**src/rtl/apb_pkg.sv**
```systemverilog
// Shared definitions for the APB master/slave subsystem: FSM state encoding
// and default bus widths.
package apb_pkg;

  typedef enum logic [1:0] {
    IDLE   = 2'b00,
    SETUP  = 2'b01,
    ACCESS = 2'b10
  } apb_state_e;

  localparam int unsigned ADDR_WIDTH_DEF = 4;
  localparam int unsigned DATA_WIDTH_DEF = 8;
  localparam int unsigned WAIT_CNT_W     = 4;

endpackage

```
**src/rtl/apb_mem_slave.sv**
```systemverilog
// APB register-file slave: word memory plus a wait counter that holds off
// P_ready for WAIT_STATES extra ACCESS cycles.
module apb_mem_slave
  import apb_pkg::*;
#(
  parameter int unsigned ADDR_width  = ADDR_WIDTH_DEF,
  parameter int unsigned DATA_width  = DATA_WIDTH_DEF,
  parameter int unsigned WAIT_STATES = 0
) (
  input  logic                  P_clk,
  input  logic                  P_reset_n,
  input  logic                  P_sel,
  input  logic                  P_enable,
  input  logic                  P_write,
  input  logic [ADDR_width-1:0] P_addr,
  input  logic [DATA_width-1:0] P_wdata,
  output logic [DATA_width-1:0] P_rdata,
  output logic                  P_ready
);

  localparam int unsigned DEPTH = 2 ** ADDR_width;
  localparam logic [WAIT_CNT_W-1:0] WAIT_LIMIT = WAIT_CNT_W'(WAIT_STATES);

  logic [DATA_width-1:0] mem_q [DEPTH];
  logic [WAIT_CNT_W-1:0] wait_cnt_q, wait_cnt_d;
  logic                  access;

  assign access  = P_sel & P_enable;
  assign P_ready = access && (wait_cnt_q == WAIT_LIMIT);
  assign P_rdata = mem_q[P_addr];

  // NOTE: every variable written here gets a default first, so no latch is inferred.
  always_comb begin
    wait_cnt_d = wait_cnt_q;
    if (access) begin
      wait_cnt_d = P_ready ? '0 : wait_cnt_q + WAIT_CNT_W'(1);
    end
  end

  // NOTE: sequential state uses non-blocking assignments only.
  always_ff @(posedge P_clk or negedge P_reset_n) begin
    if (!P_reset_n) wait_cnt_q <= '0;
    else            wait_cnt_q <= wait_cnt_d;
  end

  // NOTE: the memory is reset because unwritten words must read back as zero.
  always_ff @(posedge P_clk or negedge P_reset_n) begin
    if (!P_reset_n) begin
      for (int i = 0; i < DEPTH; i++) mem_q[i] <= '0;
    end else if (P_ready && P_write) begin
      mem_q[P_addr] <= P_wdata;
    end
  end

endmodule

```
**src/rtl/apb_protocol.sv**
```systemverilog
// APB subsystem top: request latch and master FSM driving the internal
// memory slave, one transfer per request with back-to-back chaining.
module apb_protocol
  import apb_pkg::*;
#(
  parameter int unsigned ADDR_width  = ADDR_WIDTH_DEF,
  parameter int unsigned DATA_width  = DATA_WIDTH_DEF,
  parameter int unsigned WAIT_STATES = 0
) (
  input  logic                  P_clk,
  input  logic                  P_reset_n,
  input  logic                  start_transfer,
  input  logic                  rw,
  input  logic [ADDR_width-1:0] addr,
  input  logic [DATA_width-1:0] wdata,
  output logic [DATA_width-1:0] rdata,
  output logic                  busy,
  output logic                  valid,
  output logic                  P_sel,
  output logic                  P_enable,
  output logic                  P_ready
);

  apb_state_e            state_q, state_d;
  logic                  rw_q;
  logic [ADDR_width-1:0] addr_q;
  logic [DATA_width-1:0] wdata_q;
  logic [DATA_width-1:0] rdata_q;
  logic                  valid_q, sel_q, enable_q;
  logic                  take_req, complete;
  logic [DATA_width-1:0] slave_rdata;

  always_comb begin
    state_d  = state_q;
    take_req = 1'b0;
    complete = 1'b0;
    unique case (state_q)
      IDLE: begin
        if (start_transfer) begin
          take_req = 1'b1;
          state_d  = SETUP;
        end
      end
      SETUP:   state_d = ACCESS;
      ACCESS: begin
        if (P_ready) begin
          complete = 1'b1;
          // A new request at the completion edge chains without an IDLE cycle.
          if (start_transfer) begin
            take_req = 1'b1;
            state_d  = SETUP;
          end else begin
            state_d  = IDLE;
          end
        end
      end
      default: state_d = IDLE;
    endcase
  end

  always_ff @(posedge P_clk or negedge P_reset_n) begin
    if (!P_reset_n) begin
      state_q  <= IDLE;
      sel_q    <= 1'b0;
      enable_q <= 1'b0;
      rw_q     <= 1'b0;
      addr_q   <= '0;
      wdata_q  <= '0;
      rdata_q  <= '0;
      valid_q  <= 1'b0;
    end else begin
      state_q  <= state_d;
      sel_q    <= (state_d != IDLE);
      enable_q <= (state_d == ACCESS);
      valid_q  <= complete && !rw_q;
      if (take_req) begin
        rw_q    <= rw;
        addr_q  <= addr;
        wdata_q <= wdata;
      end
      if (complete && !rw_q) rdata_q <= slave_rdata;
    end
  end

  assign P_sel    = sel_q;
  assign P_enable = enable_q;
  assign busy     = (state_q != IDLE);
  assign valid    = valid_q;
  assign rdata    = rdata_q;

  apb_mem_slave #(
    .ADDR_width (ADDR_width),
    .DATA_width (DATA_width),
    .WAIT_STATES(WAIT_STATES)
  ) u_slave (
    .P_clk    (P_clk),
    .P_reset_n(P_reset_n),
    .P_sel    (sel_q),
    .P_enable (enable_q),
    .P_write  (rw_q),
    .P_addr   (addr_q),
    .P_wdata  (wdata_q),
    .P_rdata  (slave_rdata),
    .P_ready  (P_ready)
  );

endmodule

```
**config.mk**
```make
export PLATFORM = sky130hd
export DESIGN_NAME = apb_protocol
export DESIGN_NICKNAME = d
export VERILOG_FILES = /design/src/rtl/apb_pkg.sv /design/src/rtl/apb_mem_slave.sv /design/src/rtl/apb_protocol.sv
export SDC_FILE = /design/constraint.sdc
export NUM_CORES = 1
export LEC_CHECK = 0
export CAP_MARGIN = 10
export CELL_PAD_IN_SITES_DETAIL_PLACEMENT = 0
export CELL_PAD_IN_SITES_GLOBAL_PLACEMENT = 2
export CORE_MARGIN = 3
export CORE_UTILIZATION = 40
export CTS_CLUSTER_DIAMETER = 120
export CTS_CLUSTER_SIZE = 24
export DETAILED_ROUTE_END_ITERATION = 10
export PLACE_DENSITY = 0.8
export SYNTH_ARGS = -nofsm -noshare
export SYNTH_HDL_FRONTEND = slang
export SYNTH_SLANG_ARGS = --single-unit
```
**constraint.sdc**
```tcl
create_clock -name P_clk -period 4.6 [get_ports P_clk]
set_clock_uncertainty 0.15 [all_clocks]
set_input_delay 1.38 -clock P_clk [delete_from_list [all_inputs] [get_ports P_clk]]
set_output_delay 1.38 -clock P_clk [all_outputs]
set_load 0.05 [all_outputs]
```
==> results.sh, run 1 <==
export IMPL_hold_depth=1
export IMPL_rsz0062_at_grt="false"
export IMPL_synth_top_cell_area_share=0.545
export IMPL_grt_max_degree=79
export IMPL_worst_slew_pin_slew_ns=0.969
export IMPL_regArea_mm2=0.00396
export IMPL_pwr_share_comb=0.283
export IMPL_port_buffers=28
export IMPL_gp_congestion=0.768
export IMPL_r2r_end="rdata[1]$_DFFE_PN0P_"
export IMPL_cts_buffer_depth=2
export IMPL_cp_max_fo=12
export IMPL_p_leak_nw=4.04
export IMPL_worstPathArrival_ns=2.67
export IMPL_finalWirelength_mm=15.1
export IMPL_hold_end="rdata[4]$_DFFE_PN0P_"
export IMPL_synthArstFlopShare=1.00
export IMPL_syn_to_final_growth_pct=14.6
export IMPL_worstSetupPathType="register to output pin"
export IMPL_grt_first_pass_wirelength_mm=24.9
export IMPL_ys_types=36
export IMPL_status="completed"
export IMPL_wl_per_cell_um=21.2
export IMPL_drive_gt1_frac=0.472
export IMPL_drt_antenna_violating_nets=0
export IMPL_post_dp_hpwl_mm=9.70
export IMPL_hold_viol_final=0
export IMPL_synthTopCellsByArea="dfrtp_1 (54%), mux2_2 (17%), mux4_2 (9.9%)"
export IMPL_numPlacedInstances=681
export IMPL_grt_remaining_overflow=0
export IMPL_switching_share=0.325
export IMPL_r2r_cells=5
export IMPL_ir_worst_vdd_mv=0.299
export IMPL_finalCritPeriodShare=0.914
export IMPL_synth_edf_count=0
export IMPL_max_slew_margin=0.350
export IMPL_hold_path_startpoint="rdata[4]$_DFFE_PN0P_"
export IMPL_period_minus_slack_ns=4.20
export IMPL_intPower_w=0.00359
export IMPL_cts_buffers=17
export IMPL_hold_class="register to register"
export IMPL_synth_cells=452
export IMPL_coreArea_mm2=0.0175
export IMPL_clk_pin_slew_ns=0.06
export IMPL_initial_core_util=0.414
export IMPL_yosys_register_bits=158
export IMPL_cts_resized=0
export IMPL_antenna_cells=0
export IMPL_r2r_start="addr_q[2]$_DFFE_PN0P_"
export IMPL_antenna_found_initial=0
export IMPL_clkLatencyLatePin_ns=0.42
export IMPL_dr_pass1_iters=4
export IMPL_drc_errors=0
export IMPL_cts_max_level=4
export IMPL_setup_viol=0
export IMPL_num_rows=48
export IMPL_p_sw_w=0.00173
export IMPL_maxSlewViolCount=0
export IMPL_clock_sinks=158
export IMPL_power_frac_clock=0.267
export IMPL_cp_end_kind="output pin"
export IMPL_via_per_inst=5.47
export IMPL_fmaxAchievable_ghz=0.238
export IMPL_yosys_warnings=0
export IMPL_power_density_mw_per_mm2=639
export IMPL_die_h_um=141
export IMPL_ios=29
export IMPL_yosysTopAreaCell="dfrtp_1"
export IMPL_die_area_mm2=0.0198
export IMPL_via_count=3908
export IMPL_finalSetupTns_ns=0
export IMPL_drt_initial_drc_count=200
export IMPL_drv_cap=0
export IMPL_multiInputGateArea_mm2=0.00310
export IMPL_syn_area_mm2=0.00726
export IMPL_synth_seq_area_share=0.545
export IMPL_r2r_slack_ns=1.84
export IMPL_pwr_share_seq=0.451
export IMPL_nets=494
export IMPL_first_global_vias=4243
export IMPL_grtUsageTotal=0.166
export IMPL_start_kind="register"
export IMPL_fillers=1536
export IMPL_post_cts_setup_buffers=0
export IMPL_dieWidth_um=141
export IMPL_synth_avg_cell_area_um2=16.1
export IMPL_crit_required_ns=3.07
export IMPL_cts_tree="built"
export IMPL_cts_root_buf="clkbuf_16"
export IMPL_syn_nets=470
export IMPL_final_cell_count_no_fill=714
export IMPL_cts_hold_buf=0
export IMPL_synth_ff_type="dfrtp_1"
[sequential cells by signal, summed over array words and instances (netlist names)]
register and count:
rw_q 1, u_slave.wait_cnt_q 4, valid 1, wdata_q 8, addr_q 4, P_sel 1, P_enable 1, rdata 8
state_q 2, u_slave.mem_q 128
[critical path, cell delays in order (launching register included)]
cell and delay [ns]:
dfrtp_1 0.40, inv_1 0.10, ha_1 0.15, and4b_1 0.35, nand2_4 0.11, inv_2 0.28, clkdlybuf4s50_1 0.87
[power groups by stage]
stage	Clock, W	Sequential [W]	Combinational (W)
floorplan	0	0.00217	0.00131
global placement	0	0.00241	0.00143
detailed placement	0	0.00246	0.00146
CTS	0.00146	0.00244	0.00147
global route	0.00152	0.00249	0.00162
finish	0.00142	0.00240	0.00151
[cells in the mapped netlist (3+ instances only)]
library cell	count
mux2_2	110
nor2_2	3
nand4_2	3
or3_1	3
nor2_1	5
buf_4	5
a22oi_1	16
nand2b_1	6
mux4_2	32
mux2_4	32
buf_2	10
a21o_1	8
clkbuf_1	10
dfrtp_1	158
inv_1	7
buf_6	4
a21oi_1	8
nand4_4	5
[cells by family (layout without fill, tap and decap cells)]
logic type | Yosys count | count (layout) | share of synthesized area
xor+xnor | 3 | 3 | 0.00362
buf+inv | 39 | 76 | 0.0286
simple gates | 41 | 41 | 0.0495
mux | 174 | 174 | 0.336
compound gates | 35 | 35 | 0.0341
fa+ha+maj | 2 | 2 | 0.00345
flops | 158 | 158 | 0.545
[cell usage in the layout, fill, tap and decap left out, types with 4 or more instances in the layout]
| cell type | Yosys | routed |
|---|---|---|
| nand4_4 | 5 | 5 |
| inv_1 | 7 | 7 |
| clkdlybuf4s50_1 | 0 | 27 |
| nand2b_1 | 6 | 6 |
| a22oi_1 | 16 | 16 |
| a21o_1 | 8 | 8 |
| mux2_4 | 32 | 32 |
| mux2_2 | 110 | 110 |
| clkinvlp_4 | 0 | 4 |
| a21oi_1 | 8 | 8 |
| mux4_2 | 32 | 32 |
| clkbuf_16 | 0 | 17 |
| dfrtp_1 | 158 | 157 |
| nor2_1 | 5 | 5 |
| clkinv_2 | 0 | 4 |
| buf_4 | 5 | 7 |
[per-stage QoR]
stage               area (um^2)  utilization  total power [W]  hold slack (ns)  setup WS (ns)
finish                     8320        0.475          0.00532            0.325          0.396
global route               8320        0.475          0.00563            0.353          0.265
CTS                        8290        0.473          0.00536            0.329          0.346
detailed placement         7700        0.439          0.00392            0.315          0.838
global placement           7700        0.439          0.00384            0.310          0.867
floorplan                  7260            -          0.00348            0.324           1.62
[per-layer routing]
layer,vias to the layer above,share of wire,track usage
li1,1729,-,-
met1,2105,0.47,0.230
met2,57,0.48,0.263
met3,17,0.030,0.0336
met4,0,0.019,0.0546
met5,-,0,0
[worst max path at each step]
stage	startpoint	to	cells after the start
after global routing	u_slave.wait_cnt_q[0]$_DFFE_PN0P_	P_ready	6
after floorplan	P_sel$_DFF_PN0_	P_ready	5
after detailed placement	u_slave.wait_cnt_q[0]$_DFFE_PN0P_	P_ready	6
after global placement	u_slave.wait_cnt_q[0]$_DFFE_PN0P_	P_ready	6
final	u_slave.wait_cnt_q[0]$_DFFE_PN0P_	P_ready	6
after CTS	u_slave.wait_cnt_q[0]$_DFFE_PN0P_	P_ready	6
[cell type report]
class                      count  share of cell area
tap                          225              0.0338
sequential                   158               0.475
clock inverter                14              0.0200
clock buffer                  18              0.0516
multi-input combinational    255               0.372
timing repair buffer          36              0.0435
inverter                       8             0.00361
Note: power is estimated with default switching activity, not from simulation.
==> inputs of run 2 (changes only) <==
--- a/config.mk
+++ b/config.mk
@@ -5,6 +5,7 @@
 export SDC_FILE = /design/constraint.sdc
 export NUM_CORES = 1
 export LEC_CHECK = 0
+export ABC_CLOCK_PERIOD_IN_PS = 4600
 export CAP_MARGIN = 10
 export CELL_PAD_IN_SITES_DETAIL_PLACEMENT = 0
 export CELL_PAD_IN_SITES_GLOBAL_PLACEMENT = 2
==> results of run 2 <==
Final layout, timing and power as in run 1 (identical DEF).
==> RTL edit 1, RTL diff (settings of run 2) <==
Change the package constant `ADDR_WIDTH_DEF` from 4 to 5.
--- a/src/rtl/apb_pkg.sv
+++ b/src/rtl/apb_pkg.sv
@@ -9,5 +9,5 @@
   } apb_state_e;
 
-  localparam int unsigned ADDR_WIDTH_DEF = 4;
+  localparam int unsigned ADDR_WIDTH_DEF = 5;
   localparam int unsigned DATA_WIDTH_DEF = 8;
   localparam int unsigned WAIT_CNT_W     = 4;
Ports: changed (resized addr); port bits go from 29 to 30. No check against the original RTL was run, so the function may have changed too.
==> RTL edit 1 against run 2 <==
Utilization shrank 2.8 points; area after synthesis rose by 80%; non-clock buffer count rose by 14; sequential cell count grew 129; first-iteration DRC count is 130% higher; worst setup slack improved by 69 ps; wire length rose by 100%; power is 40% higher; maximum frequency increased by 1.7%; count of clock-buffer cells in the layout shrank 1; design area is 71% higher; largest cell class unchanged.
==> RTL edit 1: results (changes against run 2) <==
Setup path
  – CP Max Fanout: 8 (-4)
  – Worst R2R End: rdata[2]
  – Worst r2r src: addr_q[2]
  – R2R setup slack: 1200 ps (-640 ps)
  – R2R depth: 6 (+1)
  – Crit path DAT: 2600 ps (-70 ps)
  – Largest stage delay on the critical path: 830 ps (-40 ps)
  – CP max-delay cell: clkdlybuf4s50_1
  – Delay-heaviest family, CP: buffers and inverters

Hold path
  – Hold Path Sink: u_slave.wait_cnt_q[3]
  – Hold Path Cell Cnt: 1 (unchanged)
  – HP Start: u_slave.wait_cnt_q[3]
  – Hold Path Class: reg -> reg

Route
  – Highest routed layer: met4
  – Via count: 7,530 (+93%)
  – Detail Route met2 WL: 14,500 um (+98%)
  – DR pass1 iterations: 4 (unchanged)
  – Routed length on met1: 14,800 um (+110%)
  – Total Routed Length: 30,600 um (+100%)
  – DRT iter0 DRCs: 453 (+130%)
  – Met3 WL: 869 um (+89%)

GRT
  – Largest net degree at the start of global routing: 92 (+16%)
  – GRT Total Usage: 0.175 (+0.00955)
  – First-pass GRT wire length: 48,000 um (+93%)
  – Vias in the first global route: 7,722 (+82%)

Clocking
  – Later-pin clock latency in the skew report: 500 ps (+80 ps)
  – Clock buffer depth: 3 (+1)
  – Clk pin slew, worst setup/hold paths: 100 ps (+40 ps)
  – Resize count post-CTS: 0 (unchanged)
  – TritonCTS Buffers: 15 (-2)
  – Setup Buffers After CTS: 0 (unchanged)
  – H-tree Lvls: 1 (-3)

Place
  – Port Buffers: 29 (+3.6%)
  – HPWL Detailed: 20,200 um (+110%)
  – GP Congestion: 0.773 (+0.66%)
  – Place WS: 984 ps (+146 ps)

Final layout
  – Max FFs per register: 256 (+100%)
  – Layout cell share with drive strength beyond 1: 0.359 (-0.113)
  – Most flop-heavy register: u_slave.mem_q
  – Fillers: 2,948 (+92%)
  – Area growth, synth to finish: 9.04%
  – Antenna diodes: 0 (unchanged)
  – Final nets: 965 (+95%)

Yosys
  – Register area share after synthesis: 0.549 (+0.00485)
  – Synth area leaders: dfrtp_1, mux2_2, mux2i_1
  – Commonest cells in the netlist: dfrtp_1, mux2_2, mux2i_1
  – Distinct cells, synth: 41 (+14%)
  – Ys flop type: dfrtp_1
  – Ys async rst share: 1.00 (unchanged)
  – Post-synthesis net count: 964 (+110%)

Power and ir drop
  – Peak VDD IR: 378 uV (+26%)
  – Leak Pwr: 6.76 nW (+67%)
  – Net Sw Power: 2.71 mW (+57%)

Timing
  – Measured slew at the worst slew-check pin: 1250 ps (+283 ps)

Status
  – Status: completed
==> RTL edit 1: cell count changes after synthesis, sizes merged, moves of 16 or more <==
cell	before	now
nor2	8	42
mux2i	0	128
clkbuf	10	49
o22ai	0	64
a22oi	16	0
dfrtp	158	287
mux4	32	0
mux2	142	271
==> RTL edit 1: layout make-up <==
class / instances / area, sq um / share of cell area
Sequential cell: 287 / 7190 / 0.504
Multi-Input combinational cell: 588 / 5610 / 0.393
Tap cell: 435 / 544 / 0.0382
Timing Repair Buffer: 50 / 518 / 0.0363
Clock buffer: 17 / 383 / 0.0269
Inverter: 4 / 15.0 / 0.00105
==> RTL edit 1: worst max path at each step <==
stage                     slack [ps]                  start  endpoint
after global placement          1000  u_slave.wait_cnt_q[0]   P_ready
after CTS                        420  u_slave.wait_cnt_q[0]   P_ready
after global routing             330  u_slave.wait_cnt_q[0]   P_ready
after detailed placement         980  u_slave.wait_cnt_q[0]   P_ready
after floorplan                 1460                  P_sel   P_ready
final                            470  u_slave.wait_cnt_q[0]   P_ready
==> RTL edit 1: cell families (layout without fill, tap and decap cells) <==
kind of cell / after synthesis / after routing / synth area share
buf+inv: 70 / 71 / 0.0216
mux: 399 / 399 / 0.332
fa+ha+maj: 2 / 2 / 0.00191
flops: 287 / 287 / 0.549
compound gates: 74 / 74 / 0.0345
xor+xnor: 3 / 3 / 0.00201
simple gates: 110 / 110 / 0.0590
==> RTL edit 1: per-layer routing <==
metal  vias to the layer above  global-route usage
met4                         0              0.0270
li1                       3446                   -
met2                        80               0.289
met1                      3984               0.257
met3                        20              0.0175
met5                         -                   0
==> RTL edit 1: power by group through the flow <==
stage | combinational, mW | clock (mW) | sequential [mW]
2_1_floorplan | 1.73 | 0 | 3.51
3_3_place_gp | 2.26 | 0 | 3.78
3_5_place_dp | 2.27 | 0 | 3.80
4_1_cts | 2.28 | 1.45 | 3.75
5_1_grt | 2.53 | 1.55 | 3.79
6_report | 2.35 | 1.39 | 3.69
==> RTL edit 1: metrics by stage <==
step	power, mW	utilization	cells	area (sq um)	hold slack (ps)
finish	7.43	0.447	1381	14300	330
global route	7.87	0.447	1381	14300	351
CTS	7.48	0.446	1379	14200	325
detailed placement	6.07	0.434	1362	13800	310
global placement	6.04	0.434	1362	13800	307
floorplan	5.24	-	945	13100	293
==> RTL edit 2, RTL diff (settings of run 2) <==
Without the edit above. Encoding of `apb_state_e`: now one-hot (3 bits for 3 states).
--- a/src/rtl/apb_pkg.sv
+++ b/src/rtl/apb_pkg.sv
@@ -3,8 +3,8 @@
 package apb_pkg;
 
-  typedef enum logic [1:0] {
-    IDLE   = 2'b00,
-    SETUP  = 2'b01,
-    ACCESS = 2'b10
+  typedef enum logic [2:0] {
+    IDLE   = 3'b001,
+    SETUP  = 3'b010,
+    ACCESS = 3'b100
   } apb_state_e;
 
Function: same outputs for any inputs over 4 cycles, from zero or initial values and one cycle with P_reset_n low; so few cycles prove little.
==> RTL edit 2 against run 2 <==
Die area is 1.6% lower; wire length is 1.2% lower; synthesized cell count stayed put; power is 16% lower; design area is 1.6% lower; sequential cell count is 1 higher; via count is 1.6% higher; worst setup slack worse by 8.1 ps; area after synthesis is 1.7% lower.
==> RTL edit 2: results (changes against run 2) <==
Route
  – Total Routed Length: 15,000 um (-1.2%)
  – Vias per inst: 5.55 (+1.3%)
  – DRT iter0 DRCs: 233 (+17%)
  – Detail Route met2 WL: 7320 um (-0.19%)
  – Met3 WL: 548 um (+19%)
  – Routed length on met1: 6940 um (-1.6%)

GRT
  – Vias in the first global route: 4,221 (-0.52%)
  – Largest net degree at the start of global routing: 95 (+20%)
  – Grt met1 use: 0.226 (-0.00467)
  – GRT Total Usage: 0.163 (-0.00282)
  – Met2 usage: 0.259 (-0.00408)
  – Met3 Use GR: 0.0395 (+0.00594)

Timing
  – Slew headroom: 0.338 (-0.0118)
  – Worst hold slack: 326 ps (+0.915 ps)
  – Maximum clock rate: 237 MHz (-0.19%)

Setup path
  – R2R depth: 6 (+1)
  – Worst R2R End: wdata_q[2]
  – Worst r2r src: u_slave.wait_cnt_q[0]
  – R2R setup slack: 1750 ps (-90 ps)
  – CP Max Fanout: 7 (-5)

Final layout
  – Sequential share of cell area: 0.486 (+0.0109)
  – Area growth, synth to finish: 14.8%
  – Multi-input gates: 264 (+3.5%)
  – Signal buffers: 33 (-8.3%)
  – Data buffer area share: 0.0405 (-0.00298)
  – Layout cell share with drive strength beyond 1: 0.470 (-0.00192)
  – Multi-input gate share of total cell area: 0.368 (-0.00463)
  – Final nets: 498 (+0.81%)
  – Final non-filler cell total: 716 (+0.28%)
  – Invs w/o clock: 5 (-3)
  – Fillers: 1,472 (-4.2%)

Status
  – Status: completed

Yosys
  – #FFs+latches synth: 159 (+0.63%)
  – Synth area leaders: dfrtp_1, mux2_2, mux4_2
  – Distinct cells, synth: 34 (-5.6%)

Place
  – Place WS: 818 ps (-19.9 ps)
  – GP Congestion: 0.750 (-2.3%)
  – HPWL Detailed: 9650 um (-0.47%)
  – Placed cells: 686 (+0.73%)
  – Dpl cell area: 0.00763 sq mm (-0.94%)

Hold path
  – Hold Path Sink: rdata[7]

Power and ir drop
  – Leak Pwr: 3.80 nW (-5.8%)
  – Peak VDD IR: 296 uV (-1.1%)

Die
  – DIE AREA: 0.0195 sq mm (-1.6%)
RTL edit 2: changes by cell type after synthesis, moves of 3 or more:
cell     change
mux2_2      +32
mux2_4      -32
nor2_2      +10
nor3_4       +4
buf_4        -3
nand4_2      -3
or3_1        -3
RTL edit 2: kinds of logic after synthesis:
family,after synthesis,synth area share
XOR/XNOR,3,0.00368
adder cells (fa/ha/maj),2,0.00351
flip-flops,159,0.558
AO/OA/AOI/OAI,38,0.0360
buffers and inverters,29,0.0200
multiplexers,175,0.327
AND/OR/NAND/NOR,46,0.0524
RTL edit 2: worst max-delay path, stage by stage, from the launching register on:
cell	delay (ps)
dfrtp_1	390
inv_1	90
ha_1	480
nand4b_1	240
nor2_1	220
clkdlybuf4s50_1	840
RTL edit 2: where the power goes:
group | leakage [nW] | internal (mW) | switching [mW]
combinational | 1.35 | 0.523 | 0.464
sequential | 2.17 | 1.68 | 0.461
clock | 0.280 | 0.834 | 0.532
total | 3.80 | 3.03 | 1.46
